[config.mk]
export PLATFORM = sky130hd
export DESIGN_NAME = pipe_ctrl_chain
export DESIGN_NICKNAME = d
export VERILOG_FILES = /design/src/rtl/pipe_ctrl_chain.sv
export SDC_FILE = /design/constraint.sdc
export NUM_CORES = 1
export LEC_CHECK = 0
export CORE_AREA = 2 2 99 101
export DETAILED_ROUTE_END_ITERATION = 10
export DIE_AREA = 0 0 101 103
export PLACE_DENSITY = 0.86
export SYNTH_ARGS = -nofsm -noshare
export SYNTH_HDL_FRONTEND = slang
export SYNTH_SLANG_ARGS = --single-unit
[constraint.sdc]
create_clock -name Clk -period 3 [get_ports Clk]
set_input_delay 0.3 -clock Clk [delete_from_list [all_inputs] [get_ports Clk]]
set_output_delay 0.3 -clock Clk [all_outputs]
set_load 0.005 [all_outputs]
[src/rtl/pipe_ctrl_chain.sv]
// pipe_ctrl_chain: parametrised pipeline control-word carrier with stall, bubble, NOP select and flush.
// Optional macro PIPE_CTRL_PERF_EN adds the retired_cnt and bubble_cnt counters.
module pipe_ctrl_chain #(
  parameter int STAGES = 4,
  parameter int CW = 24,
  parameter int STALL_STAGE = 1,
  parameter logic [STAGES*CW-1:0] KEEP_MASKS = '1
) (
  input  logic                 Clk,
  input  logic                 Rst,
  input  logic [CW-1:0]        ctrl_in,
  input  logic                 valid_in,
  input  logic                 LE,
  input  logic                 S,
  input  logic [STAGES-1:0]    flush,
  output logic [STAGES*CW-1:0] stage_ctrl,
  output logic [STAGES-1:0]    stage_valid,
  output logic                 retire,
  output logic                 empty,
  output logic [15:0]          stall_cycles
`ifdef PIPE_CTRL_PERF_EN
  ,
  output logic [31:0]          retired_cnt,
  output logic [31:0]          bubble_cnt
`endif
);
  if (STAGES < 2 || STALL_STAGE < 1 || STALL_STAGE > STAGES - 1) begin : g_bad_param
    $error("pipe_ctrl_chain: illegal STAGES/STALL_STAGE");
  end
  logic [CW-1:0]     ctrl_q [STAGES];
  logic [CW-1:0]     ctrl_d [STAGES];
  logic [STAGES-1:0] valid_q, valid_d;
  for (genvar g = 0; g < STAGES; g++) begin : g_st
    logic [CW-1:0] src_c;
    logic          src_v, hold, bub;
    if (g == 0) begin : g_in
      assign src_c = valid_in ? ctrl_in : '0;
      assign src_v = valid_in;
    end else begin : g_mid
      assign src_c = ctrl_q[g-1];
      assign src_v = valid_q[g-1];
    end
    // Flush beats the stall hold; the stall hold beats NOP select on stage 0.
    assign hold = !flush[g] && !LE && (g < STALL_STAGE);
    assign bub  = flush[g] || (!LE && g == STALL_STAGE) || (g == 0 && S);
    assign ctrl_d[g]  = hold ? ctrl_q[g] : bub ? '0 : src_c & KEEP_MASKS[g*CW +: CW];
    assign valid_d[g] = hold ? valid_q[g] : !bub && src_v;
    assign stage_ctrl[g*CW +: CW] = ctrl_q[g];
  end
  assign stage_valid = valid_q;
  assign empty = ~|valid_q;
  always_ff @(posedge Clk or negedge Rst) begin
    if (!Rst) begin
      ctrl_q       <= '{default: '0};
      valid_q      <= '0;
      retire       <= 1'b0;
      stall_cycles <= '0;
    end else begin
      ctrl_q  <= ctrl_d;
      valid_q <= valid_d;
      retire  <= valid_q[STAGES-1] && !flush[STAGES-1];
      if (!LE && stall_cycles != 16'hFFFF) stall_cycles <= stall_cycles + 16'd1;
    end
  end
`ifdef PIPE_CTRL_PERF_EN
  logic bubble0;
  assign bubble0 = (flush[0] || LE) && !valid_d[0];
  always_ff @(posedge Clk or negedge Rst) begin
    if (!Rst) begin
      retired_cnt <= '0;
      bubble_cnt  <= '0;
    end else begin
      if (retire && ~&retired_cnt) retired_cnt <= retired_cnt + 32'd1;
      if (bubble0 && ~&bubble_cnt) bubble_cnt <= bubble_cnt + 32'd1;
    end
  end
`endif
endmodule

== Word-level counts from Yosys, hierarchy flattened ==
Index checks and enable logic that the tools add are counted.
Word-level totals
  memories: 0
  bits in read-only memories: 0
  memory bits (writable): 0
  register bits after elaboration: 117
  word-level logic and storage cells: 32
  latch bits: 0
  output and inout bits: 118
  input bits: 33
Cells by class
  mux-type cells: 5
  multipliers: 0
  $lt $le $gt $ge: 0
  bitwise gates (word level): 0
  divide/modulo/power cells: 0
  shifts and indexed selects: 0
  reductions and logical operators: 17
  $add $sub $neg: 1
  equality and inequality tests: 1
Operators with widths (number)
  $mux 24: 5
  $add 16x1->16 const B: 1
  $ne 16x16->1 const B: 1
  $logic_and 1x1->1: 7
  $logic_not 1->1: 7
  $reduce_or 4->1: 1
  $logic_or 1x1->1: 2

== Logic depth before layout (Yosys ltp) ==
Gate-level depths: netlist of the first run.
  word-level depth: 4
  mapped depth: 5

== Least setup slack after synthesis of the first run ==
OpenSTA, ideal clock, no wires.
  kind: flip-flop to flip-flop
  start point: register stall_cycles[0]
  end point: register stall_cycles[1]
  setup slack: 1.361 ns
  period minus slack after synthesis: 1.639 ns
  path buffers: 0
  cell stages (with the launch flop): 5
  arrival time: 1.514 ns
  setup time: 0.125 ns
  cells stage by stage: dfrtp_1 > ha_1 > nand4_1 > o41ai_4 > mux2_4
Between the ends
  word-level cells in the longest chain between the ends: 2
  elaborated cells between the ends (all ways): 3
  classes of those cells: 1 x add/sub; 1 x eq/ne; 1 x reduce/logical
Ends and longest elaborated chain
  from (decl): RTL line 20  | output logic [15:0] stall_cycles
  from (signal assigned): RTL line 62  | if (!LE && stall_cycles != 16'hFFFF) stall_cycles <= stall_cycles + 16'd1;
  parallel branches: the longest is 2 deep, another holds $add 16x1->16
Several ways; the timed one is not identified.
A chain may end at the register's enable or synchronous reset.

== Final worst setup path of the first run ==
  start point: register valid_q[0] (netlist: stage_valid[0])
  end point: output port empty
Between the ends
  word-level cells in the longest chain between the ends: 2
Ends and longest elaborated chain
  from (decl): RTL line 32  | logic [STAGES-1:0] valid_q, valid_d;
  from (signal assigned): RTL line 60  | valid_q <= valid_d;
  $reduce_or 4->1: RTL line 51  | assign empty = ~|valid_q;
  $logic_not 1->1: RTL line 51
  to (decl): RTL line 19  | output logic empty,
Every way passes these cells.

==> out/results.ini, run 1 <==
[pwr]
power_mw = 4.34
p_leak_nw = 2.96
power.density_nw_per_um2 = 679
ir_worst_vdd_mv = 0.350

[critical_path]
crit_buf_inv = 1
ff2ff_path_depth = 4
rr_endpoint = stall_cycles[1]$_DFFE_PN0P_
criticalPathCategory = reg -> out
startpoint_type = flip-flop
r2r_start = stall_cycles[0]$_DFFE_PN0P_
cp_top_family = buffers and inverters
crit_arrival_ps = 1770
r2r_slack_ps = 1200
crit_fanout = 4
worstSetupEndpointType = output port
path_cells = nor4_1, clkdlybuf4s50_1
cp_data_required_time_ps = 2700
cp_slowest_stage_delay_ps = 550
critical-path-slowest-cell = clkdlybuf4s50_1
crit_path_start = stage_valid[0]$_DFFE_PN0N_

[synth]
synth_ff_type = dfrtp_1
syn_area_per_cell_um2 = 14.3
synth_top_area_share_pct = 71.9
synthCells = 284
ys_async_sr_fraction_pct = 100
synth_top_cells_by_count = dfrtp_1, nor2b_1, and2_1, a22o_1, clkbuf_1
ys_seq_area_share_pct = 71.9
synth.area.top_cells = dfrtp_1, nor2b_1, a22o_1, and2_1, xnor2_1
synth_most_common_cell = dfrtp_1
yosys_warnings = 0
synth_nets = 318
yosys_register_bits = 117
synth_edf_count = 0
yosysTopAreaCell = dfrtp_1
synth.distinct_cells = 28
synthesis.area_um2 = 4070

[timing]
max_slew_margin_pct = 42.1
timing.final.crit_share_pct = 69.0
finalHoldViolations = 0
fmax_mhz = 483
rsz0062_at_grt = false
setup_viol = 0
layout_setup_ws_ps = 931
clock_skew_ps = 10.1
worst_slew_pin_slew_ps = 866
setup_tns_ps = 0
drv_slew = 0
fin_crit_ps = 2070

[hold_path]
hold_path_class = in -> async

[grt]
grt_usage_pct = 19.7
grt_pass1_wl_mm = 15.0
grt_pass1_vias = 2850
grt_overflow_total = 0
grt_max_degree = 109
antenna_found_initial = 0

[finish]
antennaDiodeCount = 0
fill_cells = 679
fin_nets = 482
drive_gt1_share_pct = 9.35
area_growth_pct = 57.0

[route]
wirelength_mm = 9.91
drtIter0Drc = 90
vias = 2814
vias_per_cell = 4.90
drcViolationCount = 0
ant_nets = 0
drt_first_pass_iters = 4
wl_per_cell_um = 17.3

[floorplan]
die-width_um = 101
ios = 151
dieArea_um2 = 10400
core-area_um2 = 9460
initial_core_util_pct = 43.1
die_height_um = 103
rows = 36

[placed_design]
place_congestion = 0.834
post-place-ws_ps = 1090
port_buffers = 150
dp_hpwl_mm = 7.06

[clocking]
clk-insertion-delay-late_ps = 510
clock_sinks = 117
cts_tree = done
h-tree-depth = 4
hold_buffers = 1
clockRootBuffer = clkbuf_8
cts_inserted_buffers = 17
cts.path.max_buffers = 2
path_clk_slew_ps = 50
cts_resized = 0
post_cts_buffers = 0

[outcome]
status = complete, no violations

[flow_run]
drv_cap = 0

## kinds of logic (layout without fill, tap and decap cells)
logic type | count (synthesis) | count (layout) | synth area share, %
AOI/OAI and AO/OA | 29 | 29 | 6.48
xor gates and xnor gates | 14 | 14 | 3.01
adders and majority gates | 1 | 1 | 0.307
buffers and inverters | 12 | 188 | 1.11
DFF | 117 | 117 | 71.9
muxes | 1 | 1 | 0.369
and+or+nand+nor | 110 | 110 | 16.8
## stage by stage
step | cell area [um2] | util, % | hold WS (ps) | std cells
floorplan | 4070 | - | 4.41 | 284
global placement | 5720 | 60.5 | 141 | 542
detailed placement | 5720 | 60.5 | 145 | 542
CTS | 6390 | 67.6 | 138 | 574
global route | 6390 | 67.6 | 137 | 574
finish | 6390 | 67.6 | 162 | 574
## layout make-up
cell class | count | area, um2 | share of cell area [%]
Clock buffer | 21 | 459 | 7.18
Clock inverter | 10 | 200 | 3.13
Inverter | 2 | 7.51 | 0.117
Multi-Input combinational cell | 155 | 1100 | 17.3
Sequential cell | 117 | 2930 | 45.8
Tap cell | 114 | 143 | 2.23
Timing Repair Buffer | 155 | 1550 | 24.3
## power by group
group / leakage [nW] / internal, mW / total (mW) / switching [mW]
Combinational: 1.02 / 0.218 / 0.386 / 0.167
Clock: 0.328 / 1.57 / 2.23 / 0.655
Sequential: 1.61 / 1.65 / 1.73 / 0.0844
Total: 2.96 / 3.44 / 4.34 / 0.907
## routing by layer
metal  track usage (%)  up-vias  part of all wire (%)
li1                  -     1292                     -
met1              23.8     1402                    43
met2              32.3      101                    51
met3              6.98       19                   3.6
met4              8.52        0                   2.8
met5                 0        -                     0
## flip-flops by register name (all words and copies together), names as in the netlist
signal,flops
stage_ctrl,24
retire,1
stall_cycles,16
stage_valid,4
g_st.src_c,72
## layout by cell type, fill, tap and decap left out, types with 2 or more instances in the layout
| cell type | instances |
|---|---|
| nor2_1 | 6 |
| nor3_1 | 3 |
| dfrtp_1 | 117 |
| clkinv_2 | 4 |
| nor2b_1 | 51 |
| clkbuf_8 | 4 |
| clkdlybuf4s50_1 | 149 |
| inv_1 | 2 |
| nor4_1 | 4 |
| bufinv_16 | 6 |
| clkbuf_16 | 16 |
| nand3_1 | 4 |
| xnor2_1 | 8 |
| buf_4 | 4 |
| nand2_1 | 5 |
| nand3b_1 | 2 |
| nand4_1 | 3 |
| and2_1 | 25 |
| a22o_1 | 24 |
| xor2_1 | 6 |
## how the worst max path moves through the flow
stage,to,slack [ps],cells past startpoint
5_1_grt,empty,860,2
4_1_cts,empty,900,2
3_3_place_gp,stall_cycles[13]$_DFFE_PN0P_,1160,5
6_report,empty,930,2
3_5_place_dp,stall_cycles[13]$_DFFE_PN0P_,1090,5
2_1_floorplan,stall_cycles[1]$_DFFE_PN0P_,1360,4
(Power assumes the default switching activity.)
==> run 2: changes to the inputs <==
==> config.mk (replaced) <==
export PLATFORM = sky130hd
export DESIGN_NAME = pipe_ctrl_chain
export DESIGN_NICKNAME = d
export VERILOG_FILES = /design/src/rtl/pipe_ctrl_chain.sv
export SDC_FILE = /design/constraint.sdc
export NUM_CORES = 1
export LEC_CHECK = 0
export CORE_AREA = 2 2 104 106
export DETAILED_ROUTE_END_ITERATION = 10
export DIE_AREA = 0 0 106 108
export PLACE_DENSITY = 0.82
export SYNTH_ARGS = -nofsm -noshare
export SYNTH_HDL_FRONTEND = slang
export SYNTH_SLANG_ARGS = --single-unit
==> constraint.sdc (replaced) <==
create_clock -name Clk -period 1.7 [get_ports Clk]
set_input_delay 0.17 -clock Clk [delete_from_list [all_inputs] [get_ports Clk]]
set_output_delay 0.17 -clock Clk [all_outputs]
set_load 0.005 [all_outputs]
==> run 2 against run 1 <==
Count of clock-buffer cells in the layout shrank 2. Wire length shrank 2.7%. First-iteration DRC count increased by 59%. Setup slack lost 870 ps. Clock power grew 57%. Non-clock buffer count rose by 15. Utilization fell by 3.9 points. Die area is 10% higher. Critical path type unchanged. Critical endpoint is now stall_cycles[0]. Largest power group unchanged. Highest routed layer unchanged.
==> out/results.ini, run 2 (synthesis results as in run 1) <==
[pwr]
power_mw = 7.27
power.density_nw_per_um2 = 1120
ir_worst_vdd_mv = 0.898
p_leak_nw = 3.03

[route]
wl_met3_um = 455
ant_nets = 0
wl_per_cell_um = 15.8
wl_met1_mm = 3.86
drtIter0Drc = 143
vias = 2837
vias_per_cell = 4.64
wirelength_mm = 9.65
drcViolationCount = 0
dr_wl_met2_mm = 5.07
drt_first_pass_iters = 4
highest_layer = met4

[grt]
grt_pass1_vias = 2939
grt_usage_pct = 17.5
grt_max_degree = 60
grt_pass1_wl_mm = 15.2
antenna_found_initial = 0
grt_overflow_total = 0

[finish]
final_common_cell = clkdlybuf4s50_1
antennaDiodeCount = 0
area_growth_pct = 59.9
largest_reg_flops = 72
final_cell_mix = clkdlybuf4s50_1, dfrtp_1, nor2b_1
drive_gt1_share_pct = 15.1
fill_cells = 789
fin_area_um2 = 6510
fin_nets = 497

[timing]
finalHoldViolations = 0
rsz0062_at_grt = true
layout_setup_ws_ps = 63.5
max_slew_margin_pct = 31.3
fmax_mhz = 611
drv_slew = 0
fin_crit_ps = 1640
worst_slew_pin_slew_ps = 1030
setup_viol = 0
timing.final.crit_share_pct = 96.3
clock_skew_ps = 8.49

[clocking]
clk-insertion-delay-late_ps = 500
h-tree-depth = 4
cts_tree = done
cts_inserted_buffers = 17
clockRootBuffer = clkbuf_8
clock_sinks = 117
cts.path.max_buffers = 2
path_clk_slew_ps = 60

[placed_design]
place_congestion = 0.792
post-place-ws_ps = -130
port_buffers = 150
place_area_um2 = 5840
dp_hpwl_mm = 7.02

[critical_path]
crit_arrival_ps = 1470
crit_fanout = 3
startpoint_type = flip-flop
crit_path_start = stall_cycles[0]$_DFFE_PN0P_
r2r_start = stall_cycles[1]$_DFFE_PN0P_
worstSetupEndpointType = output port
criticalPathCategory = reg -> out
cp_data_required_time_ps = 1530

[floorplan]
die_height_um = 108
dieArea_um2 = 11400
rows = 37
core-area_um2 = 10200
die-width_um = 106
initial_core_util_pct = 39.8
ios = 151

[flow_run]
drv_cap = 0

[hold_path]
hold_path_class = in -> async

[outcome]
status = complete, no violations

==> run 2: area by class of cell <==
| type | count | area (um2) | share of cell area, % |
|---|---|---|---|
| inverters | 2 | 7.51 | 0.115 |
| clock buffers | 19 | 442 | 6.78 |
| flip-flops and latches | 117 | 2940 | 45.1 |
| well taps | 136 | 170 | 2.61 |
| multi-input cells | 155 | 1130 | 17.3 |
| clock inverters | 13 | 156 | 2.40 |
| repair buffers | 170 | 1670 | 25.7 |
==> run 2: critical path: stages (launching register included) <==
cell and delay (ps):
dfrtp_1 350, buf_4 120, clkdlybuf4s50_1 490
==> run 2: power breakdown <==
group / switching [mW] / total [mW] / leakage [nW] / internal (mW)
sequential: 0.141 / 3.05 / 1.60 / 2.91
clock: 1.19 / 3.49 / 0.282 / 2.30
combinational: 0.312 / 0.728 / 1.15 / 0.416
total: 1.65 / 7.27 / 3.03 / 5.62
==> run 2: worst paths after layout <==
| check | end | slack [ps] | depth (start not counted) |
|---|---|---|---|
| min reg2reg | g_st[3].src_c[7]$_DFF_PN0_ | 480 | 1 |
| min in group Clk | g_st[1].src_c[9]$_DFFE_PN0N_ | 280 | 2 |
| max in group asynchronous | stall_cycles[3]$_DFFE_PN0P_ | 850 | 3 |
| max reg2reg | stall_cycles[1]$_DFFE_PN0P_ | 80 | 5 |
| min | stall_cycles[4]$_DFFE_PN0P_ | 140 | 2 |
| max | stall_cycles[0] | 60 | 2 |
==> run 2: routing by layer <==
layer | up-vias | track usage (%)
met5 | - | 0
met4 | 0 | 9.02
met3 | 19 | 5.06
met2 | 102 | 29.3
met1 | 1394 | 20.7
li1 | 1322 | -
==> run 2: what timing repair did <==
item / CTS / global route
setup endpoints to repair: 8 / 15
endpoints found under the hold margin: 32 / 0
buffers inserted: 3 / 0
pin swaps: 0 / 1
gates resized for setup: 7 / 12
hold buffers: 1 / 0
==> run 2: metrics by stage <==
step / util [%] / instances / TNS (ps) / hold slack (ps)
4_1_cts: 63.3 / 612 / 0 / 127
6_report: 63.7 / 612 / 0 / 136
5_1_grt: 63.7 / 612 / -37.4 / 148
3_3_place_gp: 57.1 / 576 / -1810 / 127
3_5_place_dp: 57.1 / 576 / -2690 / 127
2_1_floorplan: - / 284 / 0 / -126
